$ cat config.mk
export PLATFORM = sky130hd
export DESIGN_NAME = pipe_hazard_ctrl_flat
export DESIGN_NICKNAME = d
export VERILOG_FILES = /design/src/rtl/pipe_hazard_ctrl_pkg.sv /design/src/rtl/pipe_hazard_ctrl_if.sv /design/src/rtl/pipe_ctrl_satcnt.sv /design/src/rtl/pipe_hazard_ctrl.sv /design/src/flat_wrapper.sv
export SDC_FILE = /design/constraint.sdc
export NUM_CORES = 1
export LEC_CHECK = 0
export BUFFER_PORTS_ARGS = -buffer_cell sky130_fd_sc_hd__buf_2
export CAP_MARGIN = 10
export CORE_MARGIN = 4
export CORE_UTILIZATION = 50
export CTS_CLUSTER_SIZE = 30
export DETAILED_ROUTE_END_ITERATION = 16
export GPL_TIMING_DRIVEN = 0
export PLACE_DENSITY = 0.73
export SYNTH_ARGS = -nofsm -noshare
export SYNTH_HDL_FRONTEND = slang
export SYNTH_SLANG_ARGS = --single-unit
export TNS_END_PERCENT = 5
$ cat constraint.sdc
create_clock -name clk -period 2.9 [get_ports clk]
set_input_delay 0.145 -clock clk [delete_from_list [all_inputs] [get_ports clk]]
set_output_delay 0.145 -clock clk [all_outputs]
set_load 0.05 [all_outputs]
$ cat src/rtl/pipe_hazard_ctrl_pkg.sv
// Shared types and helpers for the pipeline hazard controller.
// The state encoding is 2 bits and the zero register is r0.
package pipe_hazard_ctrl_pkg;

  typedef enum logic [1:0] {
    ST_RUN      = 2'b00,
    ST_BUBBLE   = 2'b01,
    ST_FLUSH    = 2'b10,
    ST_MEM_WAIT = 2'b11
  } state_t;

  localparam logic [4:0] REG_ZERO = 5'd0;

  // A load in EX feeds a source register of the instruction in ID. Writes to r0 never count.
  function automatic logic load_use(input logic       ex_memread,
                                    input logic [4:0] ex_rt,
                                    input logic [4:0] id_rs,
                                    input logic [4:0] id_rt,
                                    input logic       id_uses_rt);
    return ex_memread && (ex_rt != REG_ZERO) &&
           ((ex_rt == id_rs) || (id_uses_rt && (ex_rt == id_rt)));
  endfunction

endpackage

$ cat src/rtl/pipe_hazard_ctrl_if.sv
// Hazard inputs and register-bank controls exchanged between the pipeline and its controller.
interface pipe_hazard_ctrl_if;
  logic [4:0] id_rs;
  logic [4:0] id_rt;
  logic       id_uses_rt;
  logic       ex_memread;
  logic [4:0] ex_rt;
  logic       ex_branch_taken;
  logic       mem_busy;
  logic       pc_en;
  logic       ifid_en;
  logic       idex_en;
  logic       exmem_en;
  logic       memwb_en;
  logic       ifid_aload;
  logic       idex_aload;

  modport master (
    output id_rs, id_rt, id_uses_rt, ex_memread, ex_rt, ex_branch_taken, mem_busy,
    input  pc_en, ifid_en, idex_en, exmem_en, memwb_en, ifid_aload, idex_aload
  );

  modport slave (
    input  id_rs, id_rt, id_uses_rt, ex_memread, ex_rt, ex_branch_taken, mem_busy,
    output pc_en, ifid_en, idex_en, exmem_en, memwb_en, ifid_aload, idex_aload
  );
endinterface

$ cat src/rtl/pipe_ctrl_satcnt.sv
// Event counter that sticks at all-ones instead of wrapping.
module pipe_ctrl_satcnt #(
  parameter int W = 16
) (
  input  logic         clk,
  input  logic         arst,
  input  logic         inc,
  output logic [W-1:0] q
);

  always_ff @(posedge clk or negedge arst) begin
    if (!arst) begin
      q <= '0;
    end else if (inc && (q != '1)) begin
      q <= q + W'(1);
    end
  end

endmodule

$ cat src/rtl/pipe_hazard_ctrl.sv
// Enable/aload sequencing for the PC and pipeline register banks: load-use bubbles,
// taken-branch flushes, data-memory wait freeze, plus perf counters and a timeout flag.
module pipe_hazard_ctrl
  import pipe_hazard_ctrl_pkg::*;
#(
  parameter int CNT_W    = 16,
  parameter int WAIT_MAX = 255
) (
  input  logic                clk,
  input  logic                arst,
  pipe_hazard_ctrl_if.slave   hz,
  output logic [CNT_W-1:0]    bubble_cnt,
  output logic [CNT_W-1:0]    flush_cnt,
  output logic [CNT_W-1:0]    wait_cnt,
  output logic                mem_timeout
);

  state_t           state, state_nxt;
  logic             lu;
  logic             en_front, en_back;
  logic             inc_bubble, inc_flush, inc_wait;
  logic             ifid_aload_q, idex_aload_q;
  logic [CNT_W-1:0] wait_run, wait_run_nxt;

  function automatic logic [CNT_W-1:0] sat_inc(input logic [CNT_W-1:0] v);
    return (v == '1) ? v : v + CNT_W'(1);
  endfunction

  // Priority is the same in every state; the state only shapes the registered aloads.
  always_comb begin
    state_nxt  = ST_RUN;
    en_front   = 1'b1;
    en_back    = 1'b1;
    inc_bubble = 1'b0;
    inc_flush  = 1'b0;
    inc_wait   = 1'b0;
    lu = load_use(hz.ex_memread, hz.ex_rt, hz.id_rs, hz.id_rt, hz.id_uses_rt);
    if (hz.mem_busy) begin
      en_front  = 1'b0;
      en_back   = 1'b0;
      state_nxt = ST_MEM_WAIT;
      inc_wait  = 1'b1;
    end else if (hz.ex_branch_taken) begin
      state_nxt = ST_FLUSH;
      inc_flush = 1'b1;
    end else if (lu) begin
      en_front   = 1'b0;
      state_nxt  = ST_BUBBLE;
      inc_bubble = 1'b1;
    end
  end

  // Being in MEM_WAIT means the previous cycle was busy, so the run continues.
  always_comb begin
    wait_run_nxt = '0;
    if (hz.mem_busy) begin
      wait_run_nxt = (state == ST_MEM_WAIT) ? sat_inc(wait_run) : CNT_W'(1);
    end
  end

  always_ff @(posedge clk or negedge arst) begin
    if (!arst) begin
      state        <= ST_RUN;
      ifid_aload_q <= 1'b0;
      idex_aload_q <= 1'b0;
      wait_run     <= '0;
      mem_timeout  <= 1'b0;
    end else begin
      state        <= state_nxt;
      ifid_aload_q <= (state_nxt == ST_FLUSH);
      idex_aload_q <= (state_nxt == ST_FLUSH) || (state_nxt == ST_BUBBLE);
      wait_run     <= wait_run_nxt;
      if (hz.mem_busy && (wait_run_nxt >= CNT_W'(WAIT_MAX))) begin
        mem_timeout <= 1'b1;
      end
    end
  end

  // Aloads come straight from flops so the async-load pins never see a decode glitch.
  assign hz.ifid_aload = ifid_aload_q;
  assign hz.idex_aload = idex_aload_q;
  assign hz.pc_en      = arst & en_front;
  assign hz.ifid_en    = arst & en_front;
  assign hz.idex_en    = arst & en_back;
  assign hz.exmem_en   = arst & en_back;
  assign hz.memwb_en   = arst & en_back;

  pipe_ctrl_satcnt #(.W(CNT_W)) u_bubble_cnt (
    .clk (clk), .arst (arst), .inc (inc_bubble), .q (bubble_cnt)
  );

  pipe_ctrl_satcnt #(.W(CNT_W)) u_flush_cnt (
    .clk (clk), .arst (arst), .inc (inc_flush), .q (flush_cnt)
  );

  pipe_ctrl_satcnt #(.W(CNT_W)) u_wait_cnt (
    .clk (clk), .arst (arst), .inc (inc_wait), .q (wait_cnt)
  );

endmodule

$ cat src/flat_wrapper.sv
// flat-port wrapper written by rule: the top's interface ports become plain ports
module pipe_hazard_ctrl_flat import pipe_hazard_ctrl_pkg::*;
#(
  parameter int CNT_W    = 16,
  parameter int WAIT_MAX = 255
)
  (clk, arst, bubble_cnt, flush_cnt, wait_cnt, mem_timeout, hz_id_rs, hz_id_rt, hz_id_uses_rt, hz_ex_memread, hz_ex_rt, hz_ex_branch_taken, hz_mem_busy, hz_pc_en, hz_ifid_en, hz_idex_en, hz_exmem_en, hz_memwb_en, hz_ifid_aload, hz_idex_aload);
  pipe_hazard_ctrl_if hz_i ();
  input  logic clk;
  input  logic arst;
  output logic [CNT_W-1:0] bubble_cnt;
  output logic [CNT_W-1:0] flush_cnt;
  output logic [CNT_W-1:0] wait_cnt;
  output logic mem_timeout;
  input wire logic [$bits(hz_i.id_rs)-1:0] hz_id_rs;
  input wire logic [$bits(hz_i.id_rt)-1:0] hz_id_rt;
  input wire logic [$bits(hz_i.id_uses_rt)-1:0] hz_id_uses_rt;
  input wire logic [$bits(hz_i.ex_memread)-1:0] hz_ex_memread;
  input wire logic [$bits(hz_i.ex_rt)-1:0] hz_ex_rt;
  input wire logic [$bits(hz_i.ex_branch_taken)-1:0] hz_ex_branch_taken;
  input wire logic [$bits(hz_i.mem_busy)-1:0] hz_mem_busy;
  output wire logic [$bits(hz_i.pc_en)-1:0] hz_pc_en;
  output wire logic [$bits(hz_i.ifid_en)-1:0] hz_ifid_en;
  output wire logic [$bits(hz_i.idex_en)-1:0] hz_idex_en;
  output wire logic [$bits(hz_i.exmem_en)-1:0] hz_exmem_en;
  output wire logic [$bits(hz_i.memwb_en)-1:0] hz_memwb_en;
  output wire logic [$bits(hz_i.ifid_aload)-1:0] hz_ifid_aload;
  output wire logic [$bits(hz_i.idex_aload)-1:0] hz_idex_aload;
  assign hz_i.id_rs = hz_id_rs;
  assign hz_i.id_rt = hz_id_rt;
  assign hz_i.id_uses_rt = hz_id_uses_rt;
  assign hz_i.ex_memread = hz_ex_memread;
  assign hz_i.ex_rt = hz_ex_rt;
  assign hz_i.ex_branch_taken = hz_ex_branch_taken;
  assign hz_i.mem_busy = hz_mem_busy;
  assign hz_pc_en = hz_i.pc_en;
  assign hz_ifid_en = hz_i.ifid_en;
  assign hz_idex_en = hz_i.idex_en;
  assign hz_exmem_en = hz_i.exmem_en;
  assign hz_memwb_en = hz_i.memwb_en;
  assign hz_ifid_aload = hz_i.ifid_aload;
  assign hz_idex_aload = hz_i.idex_aload;
  pipe_hazard_ctrl #(.CNT_W(CNT_W), .WAIT_MAX(WAIT_MAX)) u_core (.clk(clk), .arst(arst), .hz(hz_i), .bubble_cnt(bubble_cnt), .flush_cnt(flush_cnt), .wait_cnt(wait_cnt), .mem_timeout(mem_timeout));
endmodule
* Yosys cells after proc, flatten, opt, wreduce, memory -nomap -nowiden
Cells that the tools add are included. Widths: inputs -> output; s select.
Word-level totals: bits in registers 69, input port bits 21, output and inout port bits 56, word-level logic and storage cells 50
Operators by class: add/subtract/negate cells 4, order comparisons 1, equal/unequal tests 9, multiplexer cells 16, bitwise logic cells 2, reductions and logical operators 10
Operators by type and width (count):
- $add 16x1->16 const B | 4
- $mux 16 | 3
- $ne 16x16->1 const B | 3
- $eq 16x16->1 const B | 1
- $ge 16x8->1 const B | 1
- $mux 1 | 11
- $eq 5x5->1 | 2
- $logic_and 1x1->1 | 7
- $reduce_bool 5->1 | 1
- $eq 2x2->1 const B | 2
- $mux 2 | 2
- $and 1x1->1 | 2
- $eq 2x1->1 const B | 1
- $logic_or 1x1->1 | 2

* Logic depth before layout (Yosys ltp)
depth after elaboration 9, gate-level depth with buffers 8, depth with buffers taken out 7

* Hierarchy
Synthesis repeated with hierarchy kept, for this count alone.
Second synthesis, totals: cell total of the unflattened synthesis 367, area total of the unflattened synthesis 3936.3 sq um
By module, submodules not included:
- pipe_ctrl_satcnt | instances 3, cells an instance 72, area an instance 859.6 sq um, sequential area each 400.4 sq um
- pipe_hazard_ctrl | instances 1, cells an instance 151, area an instance 1357.6 sq um, sequential area each 525.5 sq um

* Least setup slack after synthesis
Ideal clock, no wire load.
path type reg2reg, start reg u_core.u_bubble_cnt.q[0], end reg u_core.u_bubble_cnt.q[1], setup time 125 ps, arrival time 2061 ps, required time 2775 ps, path slack 714 ps, stages on the path, launching flop included 7, path buffers 1, clock period less this slack 2186 ps, cells stage by stage dfrtp_1 > ha_1 > and4_1 > a31oi_1 > o2111ai_1 > buf_2 > mux2_2
Between the ends: longest elaborated chain between the ends 2, elaborated cells between the ends (all ways) 3, classes of those cells add/sub: 1; eq/ne: 1; reduce/logical: 1
RTL lines:
- start, declared | RTL line pipe_ctrl_satcnt.sv:8 | output logic [W-1:0] q
- start signal, assigned | RTL line pipe_ctrl_satcnt.sv:15 | q <= q + W'(1);
- parallel branches: the longest is 2 deep, another holds $add 16x1->16
Parallel ways; which one is timed is not known. A chain may end at the register's enable or synchronous reset.

* Worst setup path in the final report
start reg u_core.wait_run[0], end reg u_core.mem_timeout
Between the ends: longest elaborated chain between the ends 6, elaborated cells between the ends (all ways) 7, classes of those cells add/sub: 1; order compare: 1; eq/ne: 1; mux: 3; reduce/logical: 1
RTL lines:
- start, declared | RTL line pipe_hazard_ctrl.sv:23 | logic [CNT_W-1:0] wait_run, wait_run_nxt;
- start signal, assigned | RTL line pipe_hazard_ctrl.sv:72 | wait_run <= wait_run_nxt;
- $add 16x1->16 or $eq 16x16->1 (tied branches) | RTL line pipe_hazard_ctrl.sv:26 | return (v == '1) ? v : v + CNT_W'(1);
- $mux 16 * | RTL line pipe_hazard_ctrl.sv:26
- $mux 16 * | RTL line pipe_hazard_ctrl.sv:57 | wait_run_nxt = (state == ST_MEM_WAIT) ? sat_inc(wait_run) : CNT_W'(1);
- $mux 16 * | RTL line pipe_hazard_ctrl.sv:56 | if (hz.mem_busy) begin
- $ge 16x8->1 * | RTL line pipe_hazard_ctrl.sv:73 | if (hz.mem_busy && (wait_run_nxt >= CNT_W'(WAIT_MAX))) begin
- $logic_and 1x1->1 * | RTL line pipe_hazard_ctrl.sv:73
- end signal, assigned | RTL line pipe_hazard_ctrl.sv:67 | mem_timeout <= 1'b0;
- end signal, assigned | RTL line pipe_hazard_ctrl.sv:74 | mem_timeout <= 1'b1;
- end, declared | RTL line pipe_hazard_ctrl.sv:15 | output logic mem_timeout
Every way passes the cells marked *; elsewhere a longest branch is shown, timed or not.

==> results.ini <==
[run_status]
status=finished, final reports clean

[timing]
worst_slew_pin_slew_ps=855.6
clock_skew_ps=10.36
fin_crit_ps=2411
rsz0062_at_grt=no
hold_violations=0
setup_viol=0
min_period_over_period_pct=83.15
slew_viol_final=0
max-slew-margin-rel_pct=42.96
max_freq_ghz=0.4147
tns_ps=0

[yosys]
async_flop_share_pct=100.0
ys.flop_type=dfrtp_1
synth.avg_cell_area_um2=10.43
synth_nets=360
synth_seq_cells=69
netlist_area_um2=3495
synth_warnings=0
yosysSeqAreaShare_pct=49.41
synth_edf_count=0
ys_types=51
syn_inst=335

[floorplanning]
ios=77
num_rows=30
die_y_um=91.60
coreArea_um2=6794
die_w_um=91.60
die_area_um2=8391
initial_core_util_pct=51.44

[critical_path]
crit_chain=ha_1 -> nand4_1 -> or4_1 -> buf_6 -> nand3b_4 -> mux2i_1 -> a2111oi_2 -> nand3_1
required_ps=3110
cp-start-kind=register
critical_path_class=register to register
endpoint_kind=register
cp_top_family=simple AND/OR/NAND/NOR gates
cp_num_buf_inv=1
crit_arrival_ps=2620
r2r-start=u_core.wait_run[0]$_DFF_PN0_
rrSetupSlack_ps=490
crit_fanout=9
rr_worst_depth=8
r2r-end=u_core.mem_timeout$_DFFE_PN0P_
slowest_delay_ps=510
worst_path_max_delay_cell=or4_1

[clock_network]
postCtsSetupRepairBufs=0
cts-buffers-inserted=9
clk_path_buf_depth=2
cts_max_level=3
clockRootBuffer=clkbuf_8
clk_pin_slew_ps=70
cts_sinks=69
ctsHoldBuffers=1
tritoncts=built
cts.repair.resized=0
worstSkewPairLatency_ps=330

[grt]
grt-busiest-layer=met2
antenna_found_initial=0
grt_pass1_wl_um=12880
grt_max_degree=71
grtUsageMet1_pct=24.85
grt_pass1_vias=2757
met3_usage_pct=4.474
overflow=0
globalRouteMet2Util_pct=30.37
grt.total_usage_pct=18.67

[hold_path]
hold_path_end=u_core.state[1]$_DFF_PN0_
holdPathStages=3
min_from=hz_ex_branch_taken
worstHoldPathType=input port to register

[route]
vias=2756
wl_per_cell_um=13.84
via_per_inst=5.290
wl_um=7211
drcViolationCount=0
drt_iter0_markers=104
postRouteAntennaNets=0
drt_first_pass_iters=4

[placed_design]
place_congestion=0.8371
dpl.hpwl_um=5330
io_buffers=75

[finish]
final.fill_count=605
final_layout_size_suffix_gt1_share_pct=25.88
n_antenna_cell=0
nNetsFinal=447
syn_to_final_growth_pct=19.66

[power]
vdd_drop_max_mv=0.4411
fin_total_pwr_w=0.002596
pwr_density_cell_nw_per_um2=620.7
leakage_nw=2.084

[run]
maxCapViolCount=0

tightest hold or removal path, delay by kind of cell:
family	cells	cell delay, ps
buffers and inverters	2	150
and+or+nand+nor	1	60
area by class of cell:
class,instances,area [um2],share of cell area (%)
sequential,69,1727,41.29
clock buffer,10,127.6,3.052
buffer,9,58.81,1.406
inverter,8,30.03,0.7181
multi-input combinational,249,1679,40.16
tap,96,120.1,2.873
clock inverter,4,51.30,1.227
timing repair buffer,76,387.9,9.276
layer usage:
metal | up-vias | wire [um] | part of all wire, %
li1 | 1358 | - | -
met1 | 1334 | 3353 | 46
met2 | 57 | 3487 | 48
met3 | 7 | 322 | 4.5
met4 | 0 | 48 | 0.67
met5 | - | 0 | 0
how the worst max path moves through the flow:
stage | end | startpoint | slack, ps | cells past startpoint
floorplan | u_core.u_bubble_cnt.q[1]$_DFFE_PN0P_ | u_core.u_bubble_cnt.q[0]$_DFFE_PN0P_ | 710 | 6
global placement | u_core.mem_timeout$_DFFE_PN0P_ | u_core.wait_run[0]$_DFF_PN0_ | 550 | 8
detailed placement | u_core.mem_timeout$_DFFE_PN0P_ | u_core.wait_run[0]$_DFF_PN0_ | 490 | 8
CTS | u_core.mem_timeout$_DFFE_PN0P_ | u_core.wait_run[0]$_DFF_PN0_ | 500 | 8
global route | u_core.mem_timeout$_DFFE_PN0P_ | u_core.wait_run[0]$_DFF_PN0_ | 260 | 7
finish | u_core.mem_timeout$_DFFE_PN0P_ | u_core.wait_run[0]$_DFF_PN0_ | 490 | 8
cell usage in the layout, fill, tap and decap left out, types with 2 or more instances in the layout:
cell / n
and2_1: 6
or4_1: 2
and4_1: 6
buf_4: 5
inv_1: 8
and3_1: 7
nand2_1: 22
ha_1: 4
nand4_1: 17
a21oi_1: 5
a31oi_1: 6
xor2_1: 26
nand4_2: 2
clkbuf_8: 9
dfrtp_1: 69
nor3_1: 9
buf_2: 76
nor2b_1: 4
nand3_1: 26
xnor2_1: 35
and2_2: 3
mux2i_1: 4
o21ai_0: 5
and4_2: 2
clkbuf_1: 3
nor2_1: 31
mux2_2: 3
Yosys cell counts (all sizes together) (2+ instances only):
| cell type | n | share of area (%) |
|---|---|---|
| clkbuf | 2 | 0.21 |
| nor2 | 31 | 3.3 |
| and4 | 8 | 2.1 |
| a31oi | 6 | 1.1 |
| a2111oi | 2 | 0.68 |
| nor2b | 4 | 0.72 |
| mux2 | 3 | 0.97 |
| nand4 | 19 | 3.8 |
| nand3 | 26 | 3.7 |
| o21ai | 5 | 0.72 |
| and3 | 8 | 1.5 |
| and2 | 10 | 1.9 |
| dfrtp | 69 | 49 |
| buf | 7 | 1.5 |
| inv | 8 | 0.86 |
| xor2 | 26 | 6.5 |
| xnor2 | 35 | 8.8 |
| mux2i | 4 | 1.1 |
| a21oi | 5 | 0.72 |
| nor3 | 9 | 1.3 |
| nand2 | 22 | 2.4 |
| or4 | 2 | 0.43 |
| ha | 4 | 1.4 |
where the power goes:
part	switching [W]	leakage, nW	internal, W	total [W]
Combinational	0.000490	1.08	0.000188	0.000678
Clock	0.000342	0.0882	0.000388	0.000730
Sequential	0.000129	0.920	0.00106	0.00119
metrics by stage:
stage | instances | hold WS, ps | worst slack [ps] | util [%] | instance area [um2]
floorplan | 335 | -150.6 | 714.3 | - | 3495
global placement | 506 | 395.4 | 548.3 | 58.73 | 3990
detailed placement | 506 | 320.9 | 494.1 | 58.77 | 3993
CTS | 521 | 51.40 | 497.2 | 61.55 | 4182
global route | 521 | 98.19 | 256.9 | 61.55 | 4182
finish | 521 | 64.32 | 488.8 | 61.55 | 4182
cells by family after synthesis:
family	Yosys count	synth area share, %
XOR/XNOR	61	15.29
multiplexers	7	2.112
adder cells (fa/ha/maj)	4	1.432
flip-flops	69	49.41
buffers and inverters	17	2.542
AO/OA/AOI/OAI	30	6.087
AND/OR/NAND/NOR	147	23.13
sequential cells by signal (all words and copies together), names as in the netlist:
signal                 flops
u_core.u_flush_cnt.q      16
u_core.mem_timeout         1
u_core.hz.ifid_aload       1
u_core.wait_run           16
u_core.u_bubble_cnt.q     16
u_core.u_wait_cnt.q       16
u_core.state               2
u_core.hz.idex_aload       1
(Power assumes the default switching activity.)
